--- src/rtl/inst_fetch.sv ---
// Instruction fetch stage: owns the PC, reads one word per start request over a
// req/ack memory port and hands it to the instruction register via ir_wr/ir_wr_ack.
module inst_fetch #(
    parameter int                       PA_DATA_WIDTH  = 32,
    parameter int                       PA_ADDR_WIDTH  = 32,
    parameter logic [PA_ADDR_WIDTH-1:0] PA_RESET_PC    = '0,
    parameter int                       PA_MEM_TIMEOUT = 16
) (
    input  logic                     clk,
    input  logic                     rst,
    input  logic                     fetch_en,
    input  logic                     pc_ld,
    input  logic [PA_ADDR_WIDTH-1:0] pc_ld_val,
    output logic                     mem_rd_req,
    output logic [PA_ADDR_WIDTH-1:0] mem_addr,
    input  logic [PA_DATA_WIDTH-1:0] mem_rd_data,
    input  logic                     mem_rd_ack,
    output logic [PA_DATA_WIDTH-1:0] ir_data,
    output logic                     ir_wr,
    input  logic                     ir_wr_ack,
    output logic [PA_ADDR_WIDTH-1:0] pc,
    output logic                     busy,
    output logic                     fetch_done,
    output logic                     fetch_err
);

    localparam int                 CNT_W    = $clog2(PA_MEM_TIMEOUT + 1);
    localparam logic [CNT_W-1:0]   CNT_LAST = CNT_W'(PA_MEM_TIMEOUT - 1);

    typedef enum logic [1:0] {
        S_IDLE,
        S_REQ,
        S_WR_IR,
        S_WAIT_ACK
    } state_t;

    state_t                   state, state_nxt;
    logic [CNT_W-1:0]         cnt, cnt_nxt;
    logic [PA_ADDR_WIDTH-1:0] pc_nxt;
    logic [PA_ADDR_WIDTH-1:0] pend_pc, pend_pc_nxt;
    logic                     pend_vld, pend_vld_nxt;
    logic [PA_DATA_WIDTH-1:0] ir_data_nxt;
    logic                     done_nxt, err_nxt;
    logic                     redir_vld;
    logic [PA_ADDR_WIDTH-1:0] redir_pc;

    // A redirect arriving in the exit cycle itself is the most recent one, so it wins.
    assign redir_vld = pend_vld | pc_ld;
    assign redir_pc  = pc_ld ? pc_ld_val : pend_pc;

    assign mem_addr = pc;

    always_comb begin
        // NOTE: every variable gets a default before the case so no path can infer a latch.
        state_nxt    = state;
        cnt_nxt      = cnt;
        pc_nxt       = pc;
        pend_pc_nxt  = pend_pc;
        pend_vld_nxt = pend_vld;
        ir_data_nxt  = ir_data;
        done_nxt     = 1'b0;
        err_nxt      = 1'b0;

        if (state != S_IDLE && pc_ld) begin
            pend_vld_nxt = 1'b1;
            pend_pc_nxt  = pc_ld_val;
        end

        case (state)
            S_IDLE: begin
                if (pc_ld) begin
                    pc_nxt = pc_ld_val;
                end else if (fetch_en) begin
                    if (pc[1:0] == 2'b00) begin
                        state_nxt = S_REQ;
                        cnt_nxt   = '0;
                    end else begin
                        err_nxt = 1'b1;
                    end
                end
            end
            S_REQ: begin
                if (mem_rd_ack) begin
                    ir_data_nxt = mem_rd_data;
                    state_nxt   = S_WR_IR;
                end else if (cnt == CNT_LAST) begin
                    state_nxt    = S_IDLE;
                    err_nxt      = 1'b1;
                    pend_vld_nxt = 1'b0;
                    if (redir_vld) pc_nxt = redir_pc;
                end else begin
                    cnt_nxt = cnt + CNT_W'(1);
                end
            end
            S_WR_IR: begin
                state_nxt = S_WAIT_ACK;
            end
            S_WAIT_ACK: begin
                if (ir_wr_ack) begin
                    state_nxt    = S_IDLE;
                    done_nxt     = 1'b1;
                    pend_vld_nxt = 1'b0;
                    pc_nxt       = redir_vld ? redir_pc : pc + PA_ADDR_WIDTH'(4);
                end
            end
            default: begin
                state_nxt = S_IDLE;
            end
        endcase
    end

    // Strobes are flopped from the next state so every output leaves a register.
    always_ff @(posedge clk) begin
        // NOTE: sequential state uses non-blocking assignments so all flops update together.
        if (rst) begin
            state      <= S_IDLE;
            cnt        <= '0;
            pc         <= PA_RESET_PC;
            pend_pc    <= '0;
            pend_vld   <= 1'b0;
            ir_data    <= '0;
            mem_rd_req <= 1'b0;
            ir_wr      <= 1'b0;
            busy       <= 1'b0;
            fetch_done <= 1'b0;
            fetch_err  <= 1'b0;
        end else begin
            state      <= state_nxt;
            cnt        <= cnt_nxt;
            pc         <= pc_nxt;
            pend_pc    <= pend_pc_nxt;
            pend_vld   <= pend_vld_nxt;
            ir_data    <= ir_data_nxt;
            mem_rd_req <= (state_nxt == S_REQ);
            ir_wr      <= (state_nxt == S_WR_IR);
            busy       <= (state_nxt != S_IDLE);
            fetch_done <= done_nxt;
            fetch_err  <= err_nxt;
        end
    end

endmodule

--- config.mk ---
export PLATFORM = sky130hd
export DESIGN_NAME = inst_fetch
export DESIGN_NICKNAME = d
export VERILOG_FILES = /design/src/rtl/inst_fetch.sv
export SDC_FILE = /design/constraint.sdc
export NUM_CORES = 1
export LEC_CHECK = 0
export ABC_AREA = 1
export CORE_UTILIZATION = 31
export CTS_BUF_LIST = sky130_fd_sc_hd__clkbuf_4
export DETAILED_ROUTE_END_ITERATION = 8
export GPL_TIMING_DRIVEN = 0
export PLACE_DENSITY = 0.52
export SYNTH_ARGS = -nofsm -noshare
export SYNTH_HDL_FRONTEND = slang
export SYNTH_SLANG_ARGS = --single-unit
--- constraint.sdc ---
create_clock -name clk -period 2.4 [get_ports clk]
set_input_delay 0.48 -clock clk [delete_from_list [all_inputs] [get_ports clk]]
set_output_delay 0.48 -clock clk [all_outputs]
set_load 0.005 [all_outputs]
# == Word level (Yosys, flattened, before mapping) ==
# Index checks and enable logic that the tools add are counted.
# word_totals
wordCells,74
ff_bits,109
output_inout_bits,101
inputBits,70
# op_classes
n_eq_ne,15
add_sub_neg,2
muxes,33
bitwise_logic,2
reduce_logical,11
# op_table
op,n
2-to-1 mux 32 bit,7
one-hot mux 32 bit (3 select lines),1
adder 32 x 3 -> 32 bit (second input constant),1
2-to-1 mux 5 bit,5
!= test 2 bit (second input constant),9
2-to-1 mux 2 bit,6
AND reduction 6 bit,2
2-to-1 mux 1 bit,10
one-hot mux 5 bit (2 select lines),1
one-hot mux 2 bit (4 select lines),1
equality test 2 bit (second input constant),3
nonzero test 2 bit,3
adder 5 x 1 -> 5 bit (second input constant),1
equality test 5 x 4 -> 1 bit (second input constant),1
equality test 2 x 1 -> 1 bit (second input constant),2
logical NOT 2 bit,2
one-hot mux 1 bit (2 select lines),2
nonzero test 3 bit,1
AND reduction 2 bit,1
OR reduction 2 bit,1
logical AND 1 bit,1
NOT 1 bit,1
bitwise OR 1 bit,1

# == Depth between registers and ports, before layout ==
# depth
ltp_word,6
depth_mapped,11
mapped_depth_nobuf,11

# == Worst setup path after synthesis ==
# No wires, ideal clock.
# synth_path
kind,reg-to-reg
from,register cnt[0]
to,register pc[10] (netlist: mem_addr[10])
arrival_ps,1641
setup_slack_ps,642
stages_incl_launch_ff,11
synth_period_minus_slack_ps,1758
setup_time_ps,117
required_time_ps,2283
n_path_buf,1
path_cell_list,dfxtp_1 > ha_1 > inv_1 > nor3_1 > ha_1 > nor2_2 > nor3_4 > nand2_4 > buf_6 > nor3_2 > nor2_1
# synth_between
elab_chain_cells,3
# synth_lines
item,line,source
"start, declared",38,"logic [CNT_W-1:0] cnt, cnt_nxt;"
"start signal, assigned",129,cnt <= cnt_nxt;
equality test 5 x 4 -> 1 bit,86,end else if (cnt == CNT_LAST) begin
!= test 2 bit (no line),n/a,
AND reduction 6 bit (no line),n/a,
"end signal, assigned",130,pc <= pc_nxt;
"end, declared",21,"output logic [PA_ADDR_WIDTH-1:0] pc,"
# No other way between the ends.
# A chain may end at the register's enable or synchronous reset.

# == Worst setup path in the final report ==
# layout_path
from,register pc[4] (netlist: mem_addr[4])
to,output pc[4]
# No word-level cell between the ends.

==> results.yml <==
finish:
  stdcell_area_um2: 8410
  multiInputGateArea_um2: 3230
  synthToLayoutAreaGrowth_pct: 34.9
  final_nets: 1230
  fillers: 2146
  layout-drive-gt1-share: 0.0766
  stdcell_count: 1427
  diodes: 0
  ff_latch_area_um2: 2180
synth:
  synthFlopType: "dfxtp_1"
  ys_seq_area_frac: 0.350
  synth_seq_cells: 109
  synth-edff-count: 0
  synth_top_area_cell: "dfxtp_1"
  netlist_instances: 976
  synth.most_common_cell: "nand2_1"
  yosysTopAreaCellShare: 0.350
  syn-num-nets: 1049
  ys_warn_count: 0
  synth-async-reset-ratio: 0
  ys_types: 37
  synthesis.area_um2: 6240
  ys_top_cells_by_area: "dfxtp_1 35%, nand2_1 16%, a21oi_1 7.4%"
  syn_avg_cell_area_um2: 6.39
  synth_common_cells: "271 x nand2_1, 109 x dfxtp_1, 99 x nor2_1"
global_route:
  grt_pass1_wl_um: 33700
  grt_pass1_vias: 6251
  grt_max_degree: 20
  grt_usage: 0.215
  grt_overflow: 0
  antenna_found_initial: 0
worst_setup_path:
  cp-start-kind: "register"
  crit_required_ns: 1.92
  arrival_ns: 1.74
  path_class: "register to output port"
  crit_path_end_kind: "output port"
  crit_fanout: 8
timing:
  fin_crit_ns: 2.22
  finalSetupViolCount: 0
  slew_headroom: 0.539
  rsz0062_at_grt: "no"
  tightest_slew_ns: 0.691
  fmax_mhz: 451
  hold_violations: 0
  slew_viol_final: 0
  min_period_over_period: 0.924
  fin_skew_ns: 0.0147
min_path:
  hold_path.class: "register to register"
clock_tree:
  cts_tree: "done"
  cts_sinks: 109
  cts_inserted_buffers: 9
  hold_buffers: 0
  clk_latency_ns: 0.50
  htreeDepth: 3
  clk_pin_slew_worst_paths_ns: 0.17
  cts_root_buf: "clkbuf_4"
  clk_path_buf_depth: 2
pwr:
  internal_power_mw: 3.25
  switching_share: 0.358
  leakage_nw: 3.28
  switchingPower_mw: 1.81
  p_per_area_nw_per_um2: 601
  vdd.ir_drop.worst_mv: 0.287
  seqPwrFrac: 0.444
  pwr-share-comb: 0.349
  clkPwrFrac: 0.208
run_status:
  status: "complete, no violations"
floorplan:
  die_h_um: 144
  fp.coreArea_um2: 19600
  start_util: 0.318
  ios: 171
  die_area_um2: 20700
  num_rows: 51
  dieWidth_um: 144
run:
  maxCapViolCount: 0
routing:
  wl_per_cell_um: 15.4
  viasPerCell: 4.73
  drtPass1Iterations: 5
  drt_wl_total_um: 22000
  num_vias: 6750
  final_antenna_net_count: 0
  post-route-drc-count: 0
  drtIter0Drc: 379
placement:
  dp_cells: 1409
  gp_congestion: 0.933
  place_area_um2: 8250
  dp_hpwl_um: 16800
  port_buffers: 168
[cell families (layout without fill, tap and decap cells)]
group	Yosys count	in the layout	share of synthesized area
AO/OA/AOI/OAI	205	205	0.178
XOR/XNOR	11	11	0.0154
adder cells (fa/ha/maj)	3	3	0.00602
buffers and inverters	176	362	0.132
flip-flops	109	109	0.350
multiplexers	2	2	0.00361
AND/OR/NAND/NOR	470	470	0.314
[cells in the final DEF, fill, tap and decap left out, types with 4 or more instances in the layout]
| cell type | count |
|---|---|
| o21ai_0 | 87 |
| a21oi_1 | 92 |
| nand2_1 | 271 |
| clkbuf_1 | 29 |
| xor2_1 | 10 |
| clkdlybuf4s50_1 | 168 |
| buf_2 | 13 |
| buf_4 | 35 |
| nand2_2 | 4 |
| nor3_1 | 4 |
| inv_1 | 90 |
| o211ai_1 | 5 |
| dfxtp_1 | 109 |
| clkbuf_4 | 9 |
| nor2_1 | 99 |
| nand3_1 | 78 |
| a22o_1 | 13 |
[sequential cells by signal, indices dropped and copies added, names as in the netlist]
name	cells
state	2
fetch_err	1
busy	1
ir_wr	1
pend_vld	1
ir_data	32
mem_addr	32
pend_pc	32
cnt	5
mem_rd_req	1
fetch_done	1
[metal layers]
layer | wire length, um | GRT usage
met1 | 10100 | 0.275
met2 | 9930 | 0.351
met3 | 1520 | 0.0510
met4 | 440 | 0.0728
met5 | 0 | 0
[per-stage QoR]
stage	setup WS, ns	total power [mW]	TNS [ns]	hold WS [ns]	utilization
after floorplan	0.642	3.14	0	0.424	-
after global placement	-0.349	4.03	-6.73	0.438	0.421
after detailed placement	-0.383	4.04	-8.85	0.444	0.421
after CTS	0.0626	5.10	0	0.446	0.429
after global routing	0.0111	5.40	0	0.455	0.429
final	0.182	5.06	0	0.462	0.429
[critical path, cell delays in order (launching register included)]
cell             delay (ns)
dfxtp_1                0.58
buf_4                  0.18
clkdlybuf4s50_1        0.49
[layout make-up]
type	count	area share
Multi-Input combinational cell	691	0.384
Buffer	82	0.0561
Timing Repair Buffer	170	0.202
Inverter	94	0.0419
Clock buffer	9	0.00803
Tap cell	265	0.0394
Clock inverter	7	0.00952
Sequential cell	109	0.259
[worst paths after layout]
kind,startpoint,to,slack (ns),cells past startpoint
worst max-delay path,mem_addr[4],pc[4],0.18,2
worst min-delay path,pend_pc[30],pend_pc[30],0.46,2
worst max register to register,mem_addr[2],mem_addr[20],0.22,9
worst min register to register,pend_pc[30],pend_pc[30],0.46,2
[power by group through the flow]
stage               Combinational [mW]  Sequential (mW)  Clock [mW]
floorplan                        0.932             2.21           0
global placement                  1.75             2.28           0
detailed placement                1.76             2.28           0
CTS                               1.77             2.24        1.08
global route                      1.97             2.28        1.16
finish                            1.76             2.24        1.05
[repair_timing]
| action | 4_1_cts | 5_1_grt |
|---|---|---|
| setup buffers | 0 | 2 |
| resized for setup | 0 | 0 |
| setup endpoints to repair | 0 | 2 |
(Power assumes the default switching activity.)
